--- src/rtl/uart_rx.sv ---
// uart_rx: 8N1-style serial receiver. Synchronises the asynchronous rx line,
// hunts for a start bit on oversampling ticks, samples each data bit at its
// centre (LSB first), checks the stop bit and presents the received word on a
// valid/ready handshake with one-clock framing-error and overrun pulses.
module uart_rx #(
    parameter int DATA_BITS   = 8,
    parameter int OVERSAMPLE  = 16,
    parameter int SYNC_STAGES = 2
) (
    input  logic                 clk,
    input  logic                 rst,
    input  logic                 baud_tick,
    input  logic                 rx,
    output logic [DATA_BITS-1:0] data,
    output logic                 data_valid,
    input  logic                 data_ready,
    output logic                 frame_err,
    output logic                 overrun,
    output logic                 busy
);

    localparam int TW = $clog2(OVERSAMPLE);
    localparam int BW = $clog2(DATA_BITS + 1);

    // Tick-count thresholds: centre of the start bit, then one full bit time.
    localparam logic [TW-1:0] T_HALF = TW'(OVERSAMPLE / 2 - 1);
    localparam logic [TW-1:0] T_FULL = TW'(OVERSAMPLE - 1);
    localparam logic [BW-1:0] B_LAST = BW'(DATA_BITS - 1);

    localparam logic [2:0] S_IDLE  = 3'd0;
    localparam logic [2:0] S_START = 3'd1;
    localparam logic [2:0] S_DATA  = 3'd2;
    localparam logic [2:0] S_STOP  = 3'd3;
    localparam logic [2:0] S_BREAK = 3'd4;

    logic [SYNC_STAGES-1:0] sync;
    logic                   rx_s;
    logic [2:0]             state;
    logic [TW-1:0]          tcnt;
    logic [BW-1:0]          bcnt;
    logic [DATA_BITS-1:0]   shreg;
    logic                   stop_sample;
    logic                   load;
    logic                   bad_stop;

    assign rx_s = sync[SYNC_STAGES-1];
    assign busy = (state != S_IDLE);

    // Metastability chain on the asynchronous rx pin; resets to the idle level.
    always_ff @(posedge clk or posedge rst) begin
        if (rst) begin
            sync <= '1;
        end else begin
            sync <= {sync[SYNC_STAGES-2:0], rx};
        end
    end

    // Stop-bit centre decision: good stop loads the word, bad stop flags an error.
    always_comb begin
        stop_sample = baud_tick && (state == S_STOP) && (tcnt == T_FULL);
        load        = stop_sample && rx_s;
        bad_stop    = stop_sample && !rx_s;
    end

    // Deframing state machine; advances only on oversampling ticks.
    always_ff @(posedge clk or posedge rst) begin
        if (rst) begin
            state <= S_IDLE;
            tcnt  <= '0;
            bcnt  <= '0;
            shreg <= '0;
        end else if (baud_tick) begin
            case (state)
                S_IDLE: begin
                    if (!rx_s) begin
                        state <= S_START;
                        tcnt  <= '0;
                    end
                end
                S_START: begin
                    if (tcnt == T_HALF) begin
                        if (rx_s) begin
                            state <= S_IDLE;
                        end else begin
                            state <= S_DATA;
                            tcnt  <= '0;
                            bcnt  <= '0;
                        end
                    end else begin
                        tcnt <= tcnt + TW'(1);
                    end
                end
                S_DATA: begin
                    if (tcnt == T_FULL) begin
                        shreg <= {rx_s, shreg[DATA_BITS-1:1]};
                        tcnt  <= '0;
                        bcnt  <= bcnt + BW'(1);
                        if (bcnt == B_LAST) begin
                            state <= S_STOP;
                        end
                    end else begin
                        tcnt <= tcnt + TW'(1);
                    end
                end
                S_STOP: begin
                    if (tcnt == T_FULL) begin
                        state <= rx_s ? S_IDLE : S_BREAK;
                        tcnt  <= '0;
                    end else begin
                        tcnt <= tcnt + TW'(1);
                    end
                end
                S_BREAK: begin
                    if (rx_s) begin
                        state <= S_IDLE;
                    end
                end
                default: begin
                    state <= S_IDLE;
                end
            endcase
        end
    end

    // Output register: handshake runs every clock; a new load overrides the
    // acceptance clear so a same-edge accept+load keeps valid high.
    always_ff @(posedge clk or posedge rst) begin
        if (rst) begin
            data       <= '0;
            data_valid <= 1'b0;
            frame_err  <= 1'b0;
            overrun    <= 1'b0;
        end else begin
            frame_err <= bad_stop;
            overrun   <= 1'b0;
            if (data_valid && data_ready) begin
                data_valid <= 1'b0;
            end
            if (load) begin
                data       <= shreg;
                data_valid <= 1'b1;
                if (data_valid && !data_ready) begin
                    overrun <= 1'b1;
                end
            end
        end
    end

endmodule

--- config.mk ---
export PLATFORM = sky130hd
export DESIGN_NAME = uart_rx
export DESIGN_NICKNAME = d
export VERILOG_FILES = /design/src/rtl/uart_rx.sv
export SDC_FILE = /design/constraint.sdc
export NUM_CORES = 1
export LEC_CHECK = 0
export ABC_AREA = 1
export CORE_MARGIN = 4
export CORE_UTILIZATION = 55
export DETAILED_ROUTE_END_ITERATION = 16
export PLACE_DENSITY = 0.88
export SYNTH_ARGS = -nofsm -noshare
export SYNTH_HDL_FRONTEND = slang
export SYNTH_SLANG_ARGS = --single-unit
--- constraint.sdc ---
create_clock -name clk -period 2.6 [get_ports clk]
set_input_delay 0.52 -clock clk [delete_from_list [all_inputs] [get_ports clk]]
set_output_delay 0.52 -clock clk [all_outputs]
set_load 0.005 [all_outputs]
# Yosys cells after proc, flatten, opt, wreduce, memory -nomap -nowiden

Cells that the tools add are included.

Register bits: 32
Bits in latches: 0
RAM bits: 0
Bits in read-only memories: 0
Output and inout port bits: 12
Word-level logic and storage cells: 64
Memories: 0

Add/sub/neg operators: 2
$mul: 0
Div/mod/pow operators: 0
Order comparisons: 0
Equality and inequality tests: 14
Shifts and indexed selects: 0
Multiplexer cells: 21
Bitwise gates (word level): 0
Reductions and logical operators: 18

Operators with widths:

| cell                                                  | number |
|---|---|
| two-way mux 4 bit                                     | 6 |
| two-way mux 3 bit                                     | 7 |
| one-hot mux 3 bit (5 select lines)                    | 1 |
| inequality test 2 bit, second input constant          | 6 |
| one-hot mux 4 bit (3 select lines)                    | 1 |
| adder 4 x 1 -> 4 bit, second input constant           | 2 |
| == test 4 x 3 -> 1 bit, second input constant         | 2 |
| one-hot mux 4 bit (2 select lines)                    | 1 |
| AND reduction 7 bit                                   | 1 |
| == test 3 x 2 -> 1 bit, second input constant         | 2 |
| logical AND 1 bit                                     | 6 |
| nonzero test 3 bit                                    | 2 |
| AND reduction 5 bit                                   | 1 |
| == test 4 bit, second input constant                  | 1 |
| two-way mux 1 bit                                     | 4 |
| nonzero test 2 bit                                    | 2 |
| == test 3 x 1 -> 1 bit, second input constant         | 1 |
| == test 3 bit, second input constant                  | 1 |
| logical NOT 3 bit                                     | 1 |
| AND reduction 3 bit                                   | 1 |
| logical NOT 1 bit                                     | 2 |
| two-way mux 2 bit                                     | 1 |
| inequality test 2 x 1 -> 1 bit, second input constant | 1 |
| AND reduction 2 bit                                   | 1 |
| OR reduction 2 bit                                    | 1 |

# Longest topological paths before layout

Depth after elaboration: 5
Gate-level depth with buffers: 10

# Worst setup path after synthesis

Ideal clock, no wire load.

Kind: register to register
Start: register tcnt[0]
End: register data[0]
Library setup time: 0.116 ns
Arrival time: 1.191 ns
Data required time: 2.484 ns
Setup slack: 1.293 ns
Cell stages (with the launch flop): 8
Buffers on the path: 1
Cell sequence: dfrtp_1 > ha_1 > nand3_2 > nor2_2 > nand2_2 > buf_6 > nand2_1 > nand2_1

Word-level cells in the longest chain between the ends: 3

RTL lines:

| element                | RTL line | source |
|---|---|---|
| from (decl)            | 39       | `logic [TW-1:0] tcnt;` |
| from (signal assigned) | 90       | `tcnt <= tcnt + TW'(1);` |
| from (signal assigned) | 102      | `tcnt <= tcnt + TW'(1);` |
| from (signal assigned) | 110      | `tcnt <= tcnt + TW'(1);` |
| == test 4 bit          | 60       | `stop_sample = baud_tick && (state == S_STOP) && (tcnt == T_FULL);` |
| logical AND 1 bit      | 60       |  |
| logical AND 1 bit      | 61       | `load = stop_sample && rx_s;` |
| to (signal assigned)   | 140      | `data <= shreg;` |
| to (decl)              | 14       | `output logic [DATA_BITS-1:0] data,` |

No other way between the ends.
A chain may end at the register's enable or synchronous reset.

# Final worst setup path

Start: register state[1]
End: output port busy

Word-level cells in the longest chain between the ends: 1

RTL lines:

| element                | RTL line | source |
|---|---|---|
| from (decl)            | 38       | `logic [2:0] state;` |
| from (signal assigned) | 107      | `state <= rx_s ? S_IDLE : S_BREAK;` |
| nonzero test 3 bit     | 47       | `assign busy = (state != S_IDLE);` |
| to (decl)              | 19       | `output logic busy` |

No other way between the ends.

==> reports/qor.yml <==
yosysWarnings: 0
rsz_0062_raised_after_global_routing: "false"
netlist_instances: 183
die_height_um: 61.20
netlist.top_cell.by_area: "sky130_fd_sc_hd__dfrtp_1"
reg2reg_setup_slack_ns: 1.08
wl_per_cell_um: 11.40
cpLargestDelayFamily: "flip-flops"
post_route_setup_tns_ns: 0
slew-limit-headroom: 0.7522
fin_nets: 211
hold_viol_final: 0
floorplan.die_area_um2: 3745
cts_num_sinks: 32
syn_to_final_growth_pct: 15.35
ctsHtreeMaxLevel: 2
via_count: 1208
clkSlewWorstSetupHoldPaths_ns: 0.09
maxClockFrequency_mhz: 474.9
final_layout_size_suffix_gt1_frac: 0.1561
synth-async-reset-ratio: 1.000
p_per_area_nw_per_um2: 739.3
run_status: "finished clean"
fin_cells: 236
dp_worst_setup_slack_ns: 0.6386
tightest_slew_ns: 0.3717
rr_worst_depth: 6
worst_path_max_delay_cell: "sky130_fd_sc_hd__dfrtp_1"
drt_total_wl_mm: 2.691
antenna_left: 0
top_ports: 17
core_area_um2: 2734
grt_antenna_before_repair: 0
holdPathEnd: "sync[1]"
port-buffer-count: 16
setup_viol_count_final: 0
post_drt_via_cell_ratio: 5.119
die_x_um: 61.20
tritoncts: "built"
final_max_slew_viol_count: 0
worst_setup_path_end_kind: "output port"
gp_congestion: 0.8990
post_cts_resize_count: 0
worst_r2r_endpoint: "data[7]"
cp_cell_sequence: "nor2_1 -> nand2_1 -> clkdlybuf4s50_1"
hold_path.class: "register to register"
place_hpwl_mm: 2.029
worst-endpoint-required_ns: 2.08
clockBufferDepth: 2
placedInstanceArea_um2: 1733
grt_pass1_vias: 1050
vdd_ir_drop_max_uv: 557.6
synth.yosys.seq_area_share: 0.5161
placedCellCount: 228
buffer_count_from_post_cts_setup_fixing: 0
fin_util: 0.6568
clk-insertion-delay-late_ns: 0.34
synth_enable_flop_cells: 0
holdPathStages: 0
fin_hold_ws_ns: 0.3624
final.setup_skew_ns: 0.007395
worst_slack_ns: 0.4944
placement_rows: 19
critPathMaxFanout: 9
drtPass1Iterations: 4
fill_cells: 212
p_leak_nw: 0.8645
grt.total_usage: 0.1671
stdcell_area_um2: 1795
clock_tree.root_cell: "sky130_fd_sc_hd__clkbuf_4"
antenna_cells: 0
synth_fp_nets: 190
number_of_cts_inserted_buffers: 5
synth_top_cell_area_share: 0.4823
grt_remaining_overflow: 0
fin_crit_ns: 2.106
cap_violations: 0
path_buf_inv: 1
hold_path_startpoint: "sync[0]"
yosys.cell_types.count: 25
synth_area_leaders: "sky130_fd_sc_hd__dfrtp_1 (48%), sky130_fd_sc_hd__nand2_1 (13%), sky130_fd_sc_hd__nand3_1 (5.8%)"
max_incr_delay_on_cp_ns: 0.50
worst-path-stages: 3
critical_path_arrival_ns: 1.59
maximum_number_of_pins_on_one_net_before_global_route_repair: 33
worstReg2RegStart: "tcnt[0]"
detailedRoute.firstIterationViolations: 42
grt_first_pass_wirelength_mm: 4.422
yosys_most_used_dff: "sky130_fd_sc_hd__dfrtp_1"
final_cycle_utilization_of_the_critical_path: 0.8098
start_util: 0.5693
total_power_mw: 1.327
crit_start: "state[1]"
postSynthRegisterBits: 32
cts_hold_repair.buffers: 0
crit_path_start_kind: "register"
worst_setup_path_category: "register to output port"
mappedNetlistArea_um2: 1556
route.detailed.drc: 0
mean_instance_size_in_the_synthesized_netlist_um2: 8.505
cell usage after synthesis, types with 2 or more instances:
| cell | instances |
|---|---|
| sky130_fd_sc_hd__xor2_1 | 2 |
| sky130_fd_sc_hd__dfstp_2 | 2 |
| sky130_fd_sc_hd__o21ai_0 | 2 |
| sky130_fd_sc_hd__nor2_2 | 3 |
| sky130_fd_sc_hd__o21ai_1 | 10 |
| sky130_fd_sc_hd__o21ai_2 | 7 |
| sky130_fd_sc_hd__inv_1 | 18 |
| sky130_fd_sc_hd__nand3_1 | 18 |
| sky130_fd_sc_hd__a21oi_1 | 2 |
| sky130_fd_sc_hd__ha_1 | 2 |
| sky130_fd_sc_hd__nand3_2 | 2 |
| sky130_fd_sc_hd__nand2_1 | 55 |
| sky130_fd_sc_hd__dfrtp_1 | 30 |
| sky130_fd_sc_hd__buf_6 | 2 |
| sky130_fd_sc_hd__nor2_1 | 13 |
| sky130_fd_sc_hd__nand2_2 | 6 |
cell families (layout without fill, tap and decap cells):
kind of cell    count (synthesis)  after routing  synth area share
compound gates                 23             23           0.09406
xor+xnor                        2              2           0.01126
fa+ha+maj                       2              2           0.01607
buf+inv                        22             44           0.06511
flops                          32             32            0.5161
simple gates                  102            102            0.2974
metal layers:
metal  vias up  share of wire  global-route usage  wire length, µm
met2        28           0.45              0.2492             1213
met1       545           0.47              0.2049             1256
met5         -              0                   0                0
li1        628              -                   -                -
met3         7          0.055             0.06289              149
met4         0          0.026              0.1022               71
placed cells by master, fill, tap and decap left out, types with 2 or more instances in the layout:
master	netlist	routed
sky130_fd_sc_hd__o21ai_1	10	10
sky130_fd_sc_hd__clkbuf_4	0	5
sky130_fd_sc_hd__nor2_1	13	13
sky130_fd_sc_hd__nand2_2	6	6
sky130_fd_sc_hd__nor2_2	3	3
sky130_fd_sc_hd__o21ai_0	2	2
sky130_fd_sc_hd__o21ai_2	7	7
sky130_fd_sc_hd__a21oi_1	2	2
sky130_fd_sc_hd__clkdlybuf4s50_1	0	16
sky130_fd_sc_hd__xor2_1	2	2
sky130_fd_sc_hd__nand3_1	18	18
sky130_fd_sc_hd__inv_1	18	18
sky130_fd_sc_hd__ha_1	2	2
sky130_fd_sc_hd__dfrtp_1	30	30
sky130_fd_sc_hd__nand3_2	2	2
sky130_fd_sc_hd__nand2_1	55	55
sky130_fd_sc_hd__dfstp_2	2	2
registers in the layout, indices dropped and copies added (netlist names):
| register | cells |
|---|---|
| state | 3 |
| shreg | 8 |
| data_valid | 1 |
| frame_err | 1 |
| bcnt | 4 |
| sync | 2 |
| tcnt | 4 |
| data | 8 |
| overrun | 1 |
area by class of cell:
class	count	area (µm²)	share of cell area
clock inverters	1	7.507	0.004181
clock buffers	7	55.05	0.03066
well taps	31	38.79	0.02160
flip-flops and latches	32	803.3	0.4474
multi-input cells	129	651.9	0.3631
inverters	19	71.32	0.03972
repair buffers	17	167.7	0.09338
power breakdown:
| part | leakage (nW) | total [mW] | internal [mW] | switching, mW |
|---|---|---|---|---|
| Clock | 0.0315 | 0.297 | 0.132 | 0.165 |
| Sequential | 0.433 | 0.634 | 0.552 | 0.0819 |
| Combinational | 0.400 | 0.397 | 0.146 | 0.250 |
| Total | 0.865 | 1.33 | 0.830 | 0.497 |
worst max path at each step:
| stage | to | slack [ns] |
|---|---|---|
| after floorplan | data[0] | 1.29 |
| after global placement | data[3] | 0.67 |
| after detailed placement | data[7] | 0.64 |
| after CTS | busy | 0.48 |
| after global routing | busy | 0.41 |
| final | busy | 0.49 |
Note: power is estimated with default switching activity, not from simulation.
==> RTL edit 1 (config.mk and constraints unchanged) <==
The parameter `OVERSAMPLE` goes from 16 to 32.
--- a/src/rtl/uart_rx.sv
+++ b/src/rtl/uart_rx.sv
@@ -6,3 +6,3 @@
     parameter int DATA_BITS   = 8,
-    parameter int OVERSAMPLE  = 16,
+    parameter int OVERSAMPLE  = 32,
     parameter int SYNC_STAGES = 2
Function: same outputs for any inputs over 10 cycles, from zero or initial values and one cycle with rst high; that may be too few to reach the edited logic, so the function may still have changed.
==> RTL edit 1 against the unedited design <==
Synthesized area grew 1.5%; total power shrank 2.5%; sequential cell count grew 1; worst setup slack lost 0.052 ns; routed wire length grew 11%; first-iteration DRC count grew 71%; count of clock-buffer cells in the layout is the same; final area grew 1.7%; sequential share of layout area grew 0.63 points; critical path type unchanged; register-to-register slack lost 0.50 ns; largest power group unchanged; maximum frequency shrank 2.4%.
==> RTL edit 1: results (changes against the unedited design) <==
* Nets at 212 (was 211)
* Min Hold Slack at 0.360 ns (was 0.362 ns)
* R2r setup slk at 0.58 ns (was 1.08 ns)
* Crit-path slowest cell: dfrtp_1 (unchanged)
* Slowest stage delay, CP at 0.48 ns (was 0.50 ns)
* Max Clock Freq at 464 MHz (was 475 MHz)
* Area share of buffers outside the clock network at 9.18% (was 9.34%)
* Pleak at 0.873 nW (was 0.865 nW)
* Htree depth at 2 (unchanged)
* Top flop regs: data (8), shreg (8), tcnt (5) (was data (8), shreg (8))
* Global-route wire length before repair at 5130 µm (was 4420 µm)
* DPL Wire Length at 2210 µm (was 2030 µm)
* DRT iter0 DRCs at 72 (was 42)
* Number of non-clock inverters in the layout at 24 (was 19)
* Vias at 1243 (was 1208)
* Multi-input gate area at 646 µm² (was 652 µm²)
* Crit path arrival time at 1.64 ns (was 1.59 ns)
* Critical path peak fanout at 6 (was 9)
* Layout cell share with drive strength beyond 1 at 15.3% (was 15.6%)
* Synth Warn # at 0 (unchanged)
* Final setup skew at 0.00655 ns (was 0.00740 ns)
* Multi-input gates at 122 (was 129)
* Fillers at 228 (was 212)
* Worst-Margin Slew at 0.405 ns (was 0.372 ns)
* ClkCell Share at 3.02% (was 3.48%)
* Status: complete, no violations (unchanged)
* Place WS at 0.572 ns (was 0.639 ns)
* Gpl congestion at 0.871 (was 0.899)
* Final wirelength at 2990 µm (was 2690 µm)
* Seq/Total Area, Yosys at 52.4% (was 51.6%)
* Top post-synthesis cells by count: nand2_1 (51), dfrtp_1 (31), inv_1 (20), o21ai_1 (15), nand3_1 (14) (was nand2_1 (55), dfrtp_1 (30), inv_1 (18), nand3_1 (18), nor2_1 (13))
* Yosys cell types at 24 (was 25)
* Worst-case vdd ir drop at 517 µV (was 558 µV)
* Crit. Startpoint: state[0] (was state[1])
* Largest net degree at the start of global routing at 34 (was 33)
* Reg-to-reg critical path endpoint: data[7] (unchanged)
* Storage cell area at 828 µm² (was 803 µm²)
* Synth area leaders: dfrtp_1 (49%), nand2_1 (12%), inv_1 (4.8%), o21ai_1 (4.8%), nand3_1 (4.4%) (was dfrtp_1 (48%), nand2_1 (13%), nand3_1 (5.8%), inv_1 (4.3%), o21ai_2 (3.9%))
* Clk sinks at 33 (was 32)
* GR Util All Layers at 18.7% (was 16.7%)
* Worst Reg-to-Reg Cells at 9 (was 6)
* P_int at 0.000818 W (was 0.000830 W)
RTL edit 1: cell count changes after synthesis, sizes merged, moves of 2 or more:
cell and change:
nand2 -8, o21ai +6, inv +5, nand3 -4, nor2 -3, ha +2
nand3b +2, nor3 +2
RTL edit 1: worst min path at each step:
stage,cells after the start,endpoint,start
detailed placement,0,sync[1],sync[0]
global placement,0,sync[1],sync[0]
finish,0,sync[1],sync[0]
floorplan,0,sync[1],sync[0]
global route,0,sync[1],sync[0]
CTS,0,sync[1],sync[0]
RTL edit 1: power by group through the flow:
stage,Sequential [W],Clock (W),Combinational [W]
final,0.000618,0.000287,0.000389
after global routing,0.000626,0.000317,0.000437
after CTS,0.000616,0.000293,0.000385
after detailed placement,0.000625,0,0.000385
after global placement,0.000621,0,0.000356
after floorplan,0.000611,0,0.000284
RTL edit 1: cells by family (layout without fill, tap and decap cells):
kind of cell	after synthesis	count (layout)	share of synthesized area (%)
AO/OA/AOI/OAI	26	26	10.4
buffers and inverters	26	48	6.73
adder cells (fa/ha/maj)	4	4	3.17
AND/OR/NAND/NOR	89	89	25.7
flip-flops	33	33	52.4
XOR/XNOR	3	3	1.66
RTL edit 1: metrics by stage:
| stage | cells | instance area [µm²] | utilization (%) |
|---|---|---|---|
| after detailed placement | 227 | 1770 | 64.2 |
| final | 234 | 1830 | 66.2 |
| after global placement | 227 | 1770 | 64.2 |
| after global routing | 234 | 1830 | 66.2 |
| after CTS | 234 | 1830 | 66.2 |
| after floorplan | 181 | 1580 | - |
RTL edit 1: layer usage:
layer	part of all wire, %	wire length [µm]	vias to the layer above	GRT usage, %
met4	2.3	70	0	8.79
met5	0	0	-	0
met3	5.1	153	9	7.34
met2	51	1540	43	30.6
met1	41	1230	573	21.4
li1	-	-	618	-
==> RTL edit 2 (same settings) <==
Without the edit above. Reset style: synchronous (`rst`), changed in 3 clocked blocks. Comments in the files are not updated.
--- a/src/rtl/uart_rx.sv
+++ b/src/rtl/uart_rx.sv
@@ -49,3 +49,3 @@
     // Metastability chain on the asynchronous rx pin; resets to the idle level.
-    always_ff @(posedge clk or posedge rst) begin
+    always_ff @(posedge clk) begin
         if (rst) begin
@@ -65,3 +65,3 @@
     // Deframing state machine; advances only on oversampling ticks.
-    always_ff @(posedge clk or posedge rst) begin
+    always_ff @(posedge clk) begin
         if (rst) begin
@@ -126,3 +126,3 @@
     // acceptance clear so a same-edge accept+load keeps valid high.
-    always_ff @(posedge clk or posedge rst) begin
+    always_ff @(posedge clk) begin
         if (rst) begin
Function: differs if rst is asserted again (counterexample within 4 cycles, from zero or initial values and one cycle with rst high); with rst held inactive, the same outputs for 10 cycles.
==> RTL edit 2 against the unedited design <==
Die area shrank 4.2%; worst setup slack better by 0.21 ns; routed wire length grew 1.0%; synthesized cell count up 14%; largest cell class is now multi-input combinational cells; via count grew 6.2%; sequential cell count did not move; critical path type unchanged; synthesized area is 4.8% lower; worst hold slack improved by 0.052 ns; final area shrank 4.6%.
Power is not compared: it rests on default switching activity, and its combinational part moved more than twofold at a synthesized area within 25%.
==> RTL edit 2: results (changes against the unedited design) <==
* Avg WL per Cell at 10.5 µm (was 11.4 µm)
* Hold endpoint: sync[1] (unchanged)
* Largest net degree at the start of global routing at 22 (was 33)
* Post-placement cell count at 251 (was 228)
* Synth Area in Adders at 1.69% (was 1.61%)
* DRT iter0 DRCs at 68 (was 42)
* GR Util All Layers at 17.7% (was 16.7%)
* Global-route wire length before repair at 4830 µm (was 4420 µm)
* Layout cell share with drive strength beyond 1 at 12.3% (was 15.6%)
* Crit path arrival time at 1.37 ns (was 1.59 ns)
* Crit-path slowest cell: clkdlybuf4s50_1 (was dfrtp_1)
* Crit-path leading delay family: buffers and inverters (was flip-flops)
* Seq/Total Area, Yosys at 43.2% (was 51.6%)
* Status: complete, no violations (unchanged)
* Crit. Startpoint: state[0] (was state[1])
* DPL Wire Length at 2010 µm (was 2030 µm)
* HP Start: sync[0] (unchanged)
* Reg-to-reg critical path endpoint: state[2] (was data[7])
* Final wirelength at 2720 µm (was 2690 µm)
* Vias in the first global route at 1171 (was 1050)
* Top post-synthesis cells by count: nor2_1 (48), nand2_1 (37), dfxtp_1 (32), o21ai_0 (18), inv_1 (16) (was nand2_1 (55), dfrtp_1 (30), inv_1 (18), nand3_1 (18), nor2_1 (13))
* Slew HR at 67.8% (was 75.2%)
* Clock Latency Late Sink at 0.32 ns (was 0.34 ns)
* Final setup skew at 0.0101 ns (was 0.00740 ns)
* Gpl congestion at 0.825 (was 0.899)
* Post-synth top flop: dfxtp_1 (was dfrtp_1)
* Min Hold Slack at 0.414 ns (was 0.362 ns)
* XOR/XNOR Fraction of Synth Area at 0% (was 1.13%)
* Fillers at 216 (was 212)
* Synth area leaders: dfxtp_1 (43%), nor2_1 (12%), nand2_1 (9.4%), o21ai_0 (6.1%), inv_1 (4.1%) (was dfrtp_1 (48%), nand2_1 (13%), nand3_1 (5.8%), inv_1 (4.3%), o21ai_2 (3.9%))
==> RTL edit 2: cell types whose count changed after synthesis, sizes merged, moves of 8 or more <==
cell,unedited run,this run
nor2,17,54
dfrtp,30,0
nand2,61,41
a21oi,2,13
nand3,20,12
dfxtp,0,32
==> RTL edit 2: logic make-up after synthesis <==
logic type,Yosys count
and+or+nand+nor,114
AOI/OAI and AO/OA,35
DFF,32
buffers and inverters,25
adders and majority gates,2
==> RTL edit 2: area by class of cell <==
cell class	count	area, µm²	area share [%]
multi-input combinational	151	741	43.2
sequential	32	641	37.4
timing repair buffer	16	160	9.35
inverter	22	87.6	5.11
clock buffer	6	41.3	2.41
tap	30	37.5	2.19
clock inverter	1	5.00	0.292
==> RTL edit 2: layer usage <==
metal	GRT usage [%]	vias to the layer above	routed length, µm
li1	-	700	-
met1	22.4	555	1320
met2	27.8	22	1240
met3	5.83	6	115
met4	6.65	0	48
met5	0	-	0
